--- config.mk ---
export PLATFORM = sky130hd
export DESIGN_NAME = ram_load_ctrl
export DESIGN_NICKNAME = d
export VERILOG_FILES = /design/src/rtl/serial_pkg.sv /design/src/rtl/ram_load_ctrl_line_packer.sv /design/src/rtl/ram_load_ctrl.sv
export SDC_FILE = /design/constraint.sdc
export NUM_CORES = 2
export LEC_CHECK = 0
export CELL_PAD_IN_SITES_DETAIL_PLACEMENT = 0
export CELL_PAD_IN_SITES_GLOBAL_PLACEMENT = 1
export CORE_UTILIZATION = 35
export CTS_CLUSTER_SIZE = 30
export DETAILED_ROUTE_END_ITERATION = 6
export HOLD_SLACK_MARGIN = 0.02
export PLACE_DENSITY = 0.72
export SYNTH_ARGS = -nofsm -noshare
export SYNTH_HDL_FRONTEND = slang
export SYNTH_HIERARCHICAL = 1
export SYNTH_SLANG_ARGS = --single-unit
export TNS_END_PERCENT = 100
--- constraint.sdc ---
create_clock -name clk -period 5.25 [get_ports clk]
set_input_delay 0.7875 -clock clk [delete_from_list [all_inputs] [get_ports clk]]
set_output_delay 0.7875 -clock clk [all_outputs]
set_load 0.05 [all_outputs]
--- src/rtl/serial_pkg.sv ---
// Shared defaults and the loader state encoding for the serial frame path
// (receiver, line buffer, frame RAM and RAM loader).
package serial_pkg;

    localparam int         DEF_WIDTH     = 8;
    localparam int         DEF_BUF_SIZE  = 80;
    localparam int         DEF_ADDR_W    = 9;
    localparam int         DEF_LINES     = 320;
    localparam logic [7:0] DEF_SYNC_BYTE = 8'hA5;
    localparam int         DEF_TIMEOUT   = 100000;

    typedef enum logic [1:0] {
        IDLE  = 2'd0,
        FILL  = 2'd1,
        WRITE = 2'd2,
        DONE  = 2'd3
    } load_state_t;

endpackage

--- src/rtl/ram_load_ctrl_line_packer.sv ---
// Line register with byte lane counter; line_full is the line as it will look
// once the byte currently offered is accepted.
module line_packer #(
    parameter int WIDTH    = 8,
    parameter int BUF_SIZE = 80
) (
    input  logic                      clk,
    input  logic                      rst,
    input  logic                      clr,
    input  logic                      accept,
    input  logic [WIDTH-1:0]          data,
    output logic [BUF_SIZE*WIDTH-1:0] line_full,
    output logic                      line_done
);

    localparam int BCW = (BUF_SIZE > 1) ? $clog2(BUF_SIZE) : 1;

    logic [BCW-1:0]            byte_cnt;
    logic [BUF_SIZE*WIDTH-1:0] line;
    logic                      at_last;

    assign at_last   = (byte_cnt == BCW'(BUF_SIZE - 1));
    assign line_done = accept && at_last;

    always_comb begin
        line_full = line;
        line_full[int'(byte_cnt)*WIDTH +: WIDTH] = data;
    end

    always_ff @(posedge clk or negedge rst) begin
        if (!rst) begin
            byte_cnt <= '0;
            line     <= '0;
        end else if (clr) begin
            byte_cnt <= '0;
            line     <= '0;
        end else if (accept) begin
            line     <= line_full;
            byte_cnt <= at_last ? '0 : byte_cnt + 1'b1;
        end
    end

endmodule

--- src/rtl/ram_load_ctrl.sv ---
// Frame loader: waits for the sync byte, packs bytes into RAM lines, writes one
// line per WRITE cycle, then hands the RAM address port to the SAD datapath.
//
// state | meaning
// IDLE  | discard bytes until the sync byte arrives
// FILL  | pack received bytes into the current line
// WRITE | one-cycle RAM write of the completed line
// DONE  | frame stored; datapath may own the RAM address port
module ram_load_ctrl
    import serial_pkg::*;
#(
    parameter int               WIDTH     = DEF_WIDTH,
    parameter int               BUF_SIZE  = DEF_BUF_SIZE,
    parameter int               ADDR_W    = DEF_ADDR_W,
    parameter int               LINES     = DEF_LINES,
    parameter logic [WIDTH-1:0] SYNC_BYTE = WIDTH'(DEF_SYNC_BYTE),
    parameter int               TIMEOUT   = DEF_TIMEOUT
) (
    input  logic                      clk,
    input  logic                      rst,
    input  logic                      rx_valid,
    input  logic [WIDTH-1:0]          rx_data,
    input  logic                      clear,
    input  logic                      proc_req,
    input  logic [ADDR_W-1:0]         proc_addr,
    output logic                      proc_grant,
    output logic                      ram_we,
    output logic [ADDR_W-1:0]         ram_addr,
    output logic [BUF_SIZE*WIDTH-1:0] ram_wdata,
    output logic                      load_done,
    output logic                      frame_err
);

    localparam int                TW        = $clog2(TIMEOUT + 1);
    localparam logic [ADDR_W-1:0] LAST_LINE = ADDR_W'(LINES - 1);
    localparam logic [TW-1:0]     TMO_LOAD  = TW'(TIMEOUT);

    load_state_t               state;
    load_state_t               state_next;
    logic [ADDR_W-1:0]         line_cnt;
    logic [TW-1:0]             tmo_cnt;
    logic                      in_frame;
    logic                      last_line;
    logic                      start;
    logic                      timeout;
    logic                      accept;
    logic                      line_done;
    logic                      packer_clr;
    logic [BUF_SIZE*WIDTH-1:0] line_full;

    assign in_frame   = (state == FILL) || (state == WRITE);
    assign last_line  = (line_cnt == LAST_LINE);
    assign start      = (state == IDLE) && rx_valid && (rx_data == SYNC_BYTE) && !clear;
    // The final write always completes; a timeout there would only discard a full frame.
    assign timeout    = in_frame && !rx_valid && (tmo_cnt == TW'(1))
                        && !((state == WRITE) && last_line);
    assign accept     = rx_valid && !clear
                        && ((state == FILL) || ((state == WRITE) && !last_line));
    assign packer_clr = clear || start || timeout;

    line_packer #(
        .WIDTH    (WIDTH),
        .BUF_SIZE (BUF_SIZE)
    ) u_packer (
        .clk       (clk),
        .rst       (rst),
        .clr       (packer_clr),
        .accept    (accept),
        .data      (rx_data),
        .line_full (line_full),
        .line_done (line_done)
    );

    always_ff @(posedge clk or negedge rst) begin
        if (!rst) state <= IDLE;
        else      state <= state_next;
    end

    always_comb begin
        state_next = state;
        if (clear) begin
            state_next = IDLE;
        end else begin
            case (state)
                IDLE:    if (start) state_next = FILL;
                FILL: begin
                    if (timeout)        state_next = IDLE;
                    else if (line_done) state_next = WRITE;
                end
                WRITE: begin
                    if (timeout)        state_next = IDLE;
                    else if (last_line) state_next = DONE;
                    else                state_next = FILL;
                end
                DONE:    state_next = DONE;
                default: state_next = IDLE;
            endcase
        end
    end

    always_comb begin
        ram_we    = (state == WRITE);
        load_done = (state == DONE);
        ram_addr  = line_cnt;
        if ((state == DONE) && proc_grant) ram_addr = proc_addr;
    end

    always_ff @(posedge clk or negedge rst) begin
        if (!rst) begin
            line_cnt <= '0;
        end else if (clear || timeout || start) begin
            line_cnt <= '0;
        end else if ((state == WRITE) && !last_line) begin
            line_cnt <= line_cnt + 1'b1;
        end
    end

    // Idle-cycle timer counts down from TIMEOUT; any byte in the frame reloads it.
    always_ff @(posedge clk or negedge rst) begin
        if (!rst) begin
            tmo_cnt <= '0;
        end else if (clear || timeout) begin
            tmo_cnt <= '0;
        end else if (start) begin
            tmo_cnt <= TMO_LOAD;
        end else if (in_frame) begin
            if (rx_valid)           tmo_cnt <= TMO_LOAD;
            else if (tmo_cnt != '0) tmo_cnt <= tmo_cnt - 1'b1;
        end
    end

    always_ff @(posedge clk or negedge rst) begin
        if (!rst) begin
            ram_wdata  <= '0;
            frame_err  <= 1'b0;
            proc_grant <= 1'b0;
        end else begin
            frame_err  <= timeout && !clear;
            proc_grant <= (state == DONE) && proc_req && !clear;
            if (clear)          ram_wdata <= '0;
            else if (line_done) ram_wdata <= line_full;
        end
    end

endmodule

Word-level counts from Yosys, hierarchy flattened

Cells that the tools add are included.

Word-level logic and storage cells: 80
Register bits: 1317
Output and inout bits: 653
Input bits: 22

Reductions and logical operators: 34
Add/sub/neg operators: 4
Eq/ne operators: 9
Multiplexer cells: 23
Shifts and indexed selects: 2

Operators by type and width:

| cell                                                    | count |
|---|---|
| two-way mux 640 bit                                     | 4 |
| bitwise mux 640 bit                                     | 1 |
| variable shift 8 x 33 -> 640 bit (first input constant) | 1 |
| indexed part select 8 x 33 -> 640 bit                   | 1 |
| two-way mux 17 bit                                      | 5 |
| negator 10 -> 33 bit                                    | 1 |
| two-way mux 9 bit                                       | 3 |
| two-way mux 7 bit                                       | 3 |
| equality test 17 x 1 -> 1 bit (second input constant)   | 1 |
| nonzero test 17 bit                                     | 1 |
| subtractor 17 x 1 -> 17 bit (second input constant)     | 1 |
| logical AND 1 bit                                       | 15 |
| two-way mux 2 bit                                       | 6 |
| adder 9 x 1 -> 9 bit (second input constant)            | 1 |
| equality test 9 bit (second input constant)             | 1 |
| equality test 8 bit (second input constant)             | 1 |
| one-hot mux 2 bit (4 select lines)                      | 1 |
| adder 7 x 1 -> 7 bit (second input constant)            | 1 |
| equality test 7 bit (second input constant)             | 1 |
| logical OR 1 bit                                        | 6 |
| nonzero test 2 bit                                      | 3 |
| equality test 2 bit (second input constant)             | 2 |
| logical NOT 1 bit                                       | 4 |
| inequality test 4 bit (second input constant)           | 1 |
| other kinds (6)                                         | 7 |

Depth between registers and ports, before layout

Depth in word-level cells: 10
Gate-level depth with buffers: 17
Gate-level depth less buffers: 12

Modules after synthesis

Netlist, hierarchy kept.

Modules (own cells, without submodules):

| module        | cells each | sequential area each (sq um) | area each (sq um) | times used |
|---|---|---|---|---|
| line_packer   | 3584       | 16190.5                      | 38247.9           | 1 |
| ram_load_ctrl | 2280       | 16766.1                      | 27351.2           | 1 |

Worst setup path before layout

No wires, ideal clock.

Path type: register to register
From: reg state[0]
To: reg ram_wdata[347]
Data arrival time: 3975 ps
Slack: 1143 ps
Clock period less this slack: 4107 ps
Library setup time: 132 ps
Required time: 5118 ps
Stages on the path, launching flop included: 14
Buffers on the path: 4
Cell sequence: dfrtp_1 inv_1 ha_1 inv_1 a31oi_1 o211a_1 clkbuf_1 nand4_1 nor4_1 clkbuf_1 clkbuf_1 buf_1 mux2i_1 nor2_1

Word-level cells in the longest chain between the ends: 6
Elaborated cells between the ends (all ways): 7
Those cells by class: 2 x eq/ne; 5 x reduce/logical

Ends and longest elaborated chain:

| what                         | RTL line                        | source |
|---|---|---|
| from (decl)                  | ram_load_ctrl.sv:38             | `load_state_t state;` |
| from (signal assigned)       | ram_load_ctrl.sv:76             | `else state <= state_next;` |
| equality test 2 bit          | n/a                             |  |
| named net ram_we             | ram_load_ctrl.sv:27             | `output logic ram_we,` |
| logical AND 1 bit            | ram_load_ctrl.sv:58             | `&& ((state == FILL) \|\| ((state == WRITE) && !last_line));` |
| logical OR 1 bit             | ram_load_ctrl.sv:58             |  |
| logical AND 1 bit            | ram_load_ctrl.sv:58             |  |
| named net accept             | ram_load_ctrl.sv:46             | `logic accept;` |
| logical AND 1 bit            | ram_load_ctrl_line_packer.sv:23 | `assign line_done = accept && at_last;` |
| named net line_done          | ram_load_ctrl.sv:47             | `logic line_done;` |
| nonzero test 2 bit (no line) | n/a                             |  |
| to (signal assigned)         | ram_load_ctrl.sv:141            | `else if (line_done) ram_wdata <= line_full;` |
| to (decl)                    | ram_load_ctrl.sv:29             | `output logic [BUF_SIZE*WIDTH-1:0] ram_wdata,` |

The timed path passes the listed nets, and every way through them passes these cells.
A chain may end at the register's enable or synchronous reset.

Worst setup path in the final report

From: reg u_packer.byte_cnt[0]
To: reg ram_wdata[151]

Word-level cells in the longest chain between the ends: 5
Elaborated cells between the ends (all ways): 9
Those cells by class: 1 x add/sub; 1 x eq/ne; 2 x shift; 3 x mux; 2 x reduce/logical

Ends and longest elaborated chain:

| what                                                                                             | RTL line                        | source |
|---|---|---|
| from (decl)                                                                                      | ram_load_ctrl_line_packer.sv:18 | `logic [BCW-1:0] byte_cnt;` |
| from (signal assigned)                                                                           | ram_load_ctrl_line_packer.sv:39 | `byte_cnt <= at_last ? '0 : byte_cnt + 1'b1;` |
| negator 10 -> 33 bit (*)                                                                         | ram_load_ctrl_line_packer.sv:27 | `line_full[int'(byte_cnt)*WIDTH +: WIDTH] = data;` |
| indexed part select 8 x 33 -> 640 bit / variable shift 8 x 33 -> 640 bit (equally long branches) | ram_load_ctrl_line_packer.sv:27 |  |
| bitwise mux 640 bit (*)                                                                          | ram_load_ctrl_line_packer.sv:27 |  |
| named net line_full[151]                                                                         | ram_load_ctrl.sv:49             | `logic [BUF_SIZE*WIDTH-1:0] line_full;` |
| two-way mux 640 bit (*)                                                                          | ram_load_ctrl.sv:141            |  |
| two-way mux 640 bit (*)                                                                          | ram_load_ctrl.sv:140            | `if (clear) ram_wdata <= '0;` |

Mark *: on every way through the listed nets, which the timed path passes. The rest lies on a longest branch. The select of a mux whose other input is x is not followed.

==> impl_summary.txt <==
----------------------------------------------------
[Global route]
  First-pass GRT wire length ... 355 mm
  Overall routing resource usage ... 25.3%
  Number of global-route vias before repair ... 48600
  Pin count of the biggest net entering global routing ... 212
  Antenna violations before repair ... 6
  Total gr overflow ... 0

[Yosys]
  Number of synthesized flops with an enable pin ... 0
  Number of storage elements in the synthesis netlist ... 1317
  Net count after synthesis ... 5897
  Sequential element share of the synthesized area ... 50.2%
  Mean cell area of the mapped netlist ... 11.2 sq um
  Count of unique library cells instantiated by Yosys ... 83
  Post-synthesis cell area ... 65600 sq um
  YS warnings ... 6
  Synth async-reset ratio ... 100%
  Gate count after technology mapping ... 5864
  Primary FF master, synth ... dfrtp_1

[Detailed routing]
  Average vias per placed instance ... 5.28
  Highest routed metal layer ... met4
  First-pass detailed-route iteration total ... 6
  Wire length on met2 ... 117 mm
  Remaining antenna violation count ... 0
  Violation count after the first detailed-route iteration ... 3782
  Remaining design rule violation count ... 0
  Total via count after detailed routing ... 47600
  Routed wire length on met3 ... 12.6 mm
  Routed length on met1 ... 105 mm
  Routed WL ... 245 mm
  Post-detailed-route wirelength per cell ... 27.2 microns

[Setup path]
  Required time worst endpoint ... 5.90 ns
  Category of the worst setup path capture point ... flip-flop
  Maximum net fanout on the critical path ... 8
  Worst Path Arrival ... 5.42 ns
  Critical Path Source Type ... flip-flop
  Setup Crit Path Kind ... flip-flop to flip-flop

[Placed design]
  Post-Place Cell Area ... 75200 sq um
  Port Buffer Count ... 674
  Placer Congestion ... 0.855
  Placed wire-length estimate after detailed placement ... 165 mm

[Die]
  Starting density of the core ... 35.3%
  Floorplan core area ... 186000 sq um
  Top-level port count ... 675
  Placement Rows ... 158
  Die width ... 435 microns
  Area of the die ... 189000 sq um
  Die boundary height ... 435 microns

[STA]
  Share of the clock period used by the worst path after layout ... 91.0%
  RSZ-0062 raised after global routing ... no
  Maximum clock skew at final layout ... 0.0361 ns
  Max Clock Freq ... 209 MHz
  Actual transition at the worst max-transition pin ... 1.39 ns
  Number of failing hold endpoints at the final stage ... 0
  Count of pins over their slew limit ... 0
  Setup TNS ... 0 ns
  WHS ... 0.319 ns
  Final critical delay including setup and external delays ... 4.78 ns
  Slew headroom ... 6.76%
  Setup-violating endpoint count in the final report ... 0

[Clocking]
  Deepest clock path buffer count ... 3
  Cell at the root of the clock tree ... clkbuf_16
  Number of buffers inserted during clock tree synthesis ... 156
  H-tree depth ... 4
  Clk_lat worst skew ... 0.82 ns
  Clock sinks ... 1317
  Clock input transition at the sequential cells of the worst setup and hold paths ... 0.06 ns
  CTS tree ... built
  Number of cells upsized or downsized after cts ... 0

[Power and ir drop]
  VDD IR-drop max ... 273 uV
  Sequential fraction of design power ... 44.1%
  Pwr Density ... 291 nW/um^2
  Share of total power in the clock network ... 47.8%
  Leak pwr ... 34.6 nW
  Switching power share of the total ... 26.3%
  Combinational group share of total power ... 8.1%
  Internal ... 17.2 mW
  Net Sw Power ... 6.16 mW

[Final layout]
  Final #Nets ... 6434
  Relative area change from synthesis to final layout ... 22.6%
  Fraction of final layout cells with drive strength greater than 1 ... 17.9%
  Final core utilization ... 43.3%
  Area of all placed cells without fillers ... 80500 sq um

[Job]
  Number of violations of the max-capacitance limit ... 0

[Outcome]
  Status ... finished, final reports clean

[Worst hold path]
  Worst min-delay path class ... input port to flip-flop

----------------------------------------------------
## cell usage in the layout, fill, tap and decap left out, drive strengths merged, types with 5 or more instances in the layout
cell / n
a2111oi: 5
a21oi: 40
a22o: 8
a31oi: 6
and2: 8
and3: 19
and4: 10
buf: 155
bufinv: 8
clkbuf: 226
clkdlybuf4s50: 664
clkinv: 34
clkinvlp: 5
dfrtp: 1317
ha: 11
inv: 22
mux2: 626
mux2i: 1065
nand2: 143
nand2b: 449
nand3: 59
nand3b: 29
nand4: 8
nand4b: 5
nor2: 787
nor2b: 175
nor3: 38
nor3b: 6
nor4: 22
o2111ai: 5
o21ai: 420
o31ai: 26
or2: 10
or3: 56
xnor2: 5
xor2: 7
## power groups by stage
stage	clock (mW)	sequential, mW	combinational, mW
2_1_floorplan	0	10.5	1.08
3_3_place_gp	0	10.5	1.89
3_5_place_dp	0	10.5	1.90
4_1_cts	11.5	10.3	1.90
5_1_grt	11.8	10.3	2.05
6_report	11.2	10.3	1.89
## synthesized netlist by cell type (all sizes together) (7+ instances only)
library cell  number  area [sq um]
nand2b           449          2810
nor2b            175          1090
mux2i           1065         10700
buf              138           671
and3              19           119
ha                11           138
nor3              38           277
a21oi             40           200
clkbuf           303          1140
nand4              8          50.1
mux2             626          7050
a22o               8          70.1
nand2            143           564
and4              10          87.6
o31ai             26           200
o21ai            420          2110
nand3             59           315
nor2             787          3140
or3               56           350
and2               8          50.1
or2               10          62.6
inv               12          45.0
nand3b            29           218
dfrtp           1317         33000
nor4              22           348
xor2               7          80.1
## worst max-delay path, cell delays in order (launching register included)
cell and delay, ns:
dfrtp_1 0.38, inv_1 0.11, ha_1 0.17, or4b_2 0.60
nor2_1 0.11, ha_1 0.37, inv_1 0.22, nor2_1 0.44
nand3_1 0.69, nor3_2 0.88, mux2_2 0.41, mux2i_1 0.14
nor2_1 0.06
## metrics by stage
| stage | total power [mW] | instances | setup slack (ns) |
|---|---|---|---|
| 2_1_floorplan | 11.5 | 5864 | 1.14 |
| 3_3_place_gp | 12.4 | 8722 | 0.738 |
| 3_5_place_dp | 12.4 | 8722 | 0.614 |
| 4_1_cts | 23.7 | 9005 | 0.587 |
| 5_1_grt | 24.2 | 9005 | 0.333 |
| 6_report | 23.4 | 9006 | 0.473 |
## state kept, by name, summed over array words and instances (netlist names)
register           count
state                  2
frame_err              1
ram_wdata            640
u_packer/line        640
line_cnt               9
u_packer/byte_cnt      7
proc_grant             1
tmo_cnt               17
## timing repair
action / in CTS / in global routing
endpoints found under the hold margin: 43 / 0
hold buffers: 1 / 0
buffers inserted: 0 / 0
## per-layer routing
metal | track usage, % | vias to the layer above
met2 | 41.2 | 1375
met1 | 33.1 | 24500
met4 | 10.8 | 0
met5 | 0 | -
li1 | - | 21300
met3 | 4.40 | 357
## layout make-up
type,instances,area [sq um]
Antenna cell,1,2.50
Clock buffer,226,4560
Clock inverter,56,707
Fill cell,17600,105000
Inverter,13,48.8
Multi-Input combinational cell,4093,30900
Sequential cell,1317,33000
Tap cell,2480,3100
Timing Repair Buffer,820,8150
## logic make-up after synthesis
logic type,Yosys count,share of synthesized area (%)
flip-flops,1317,50.2
AO/OA/AOI/OAI,538,4.69
adder cells (fa/ha/maj),11,0.210
XOR/XNOR,12,0.189
buffers and inverters,454,2.83
AND/OR/NAND/NOR,1841,14.8
multiplexers,1691,27.0
## path summary, 6_finish.rpt
check	from	slack, ns	end	depth (start not counted)
max	u_packer/byte_cnt[0]	0.47	ram_wdata[151]	12
min	clear	0.32	ram_wdata[586]	2
max reg2reg	u_packer/byte_cnt[0]	0.47	ram_wdata[151]	12
min reg2reg	u_packer/line[7]	0.50	u_packer/line[7]	1
max in group asynchronous	rst	3.11	ram_wdata[209]	3
min in group asynchronous	rst	0.57	u_packer/line[11]	2
(Power assumes the default switching activity.)
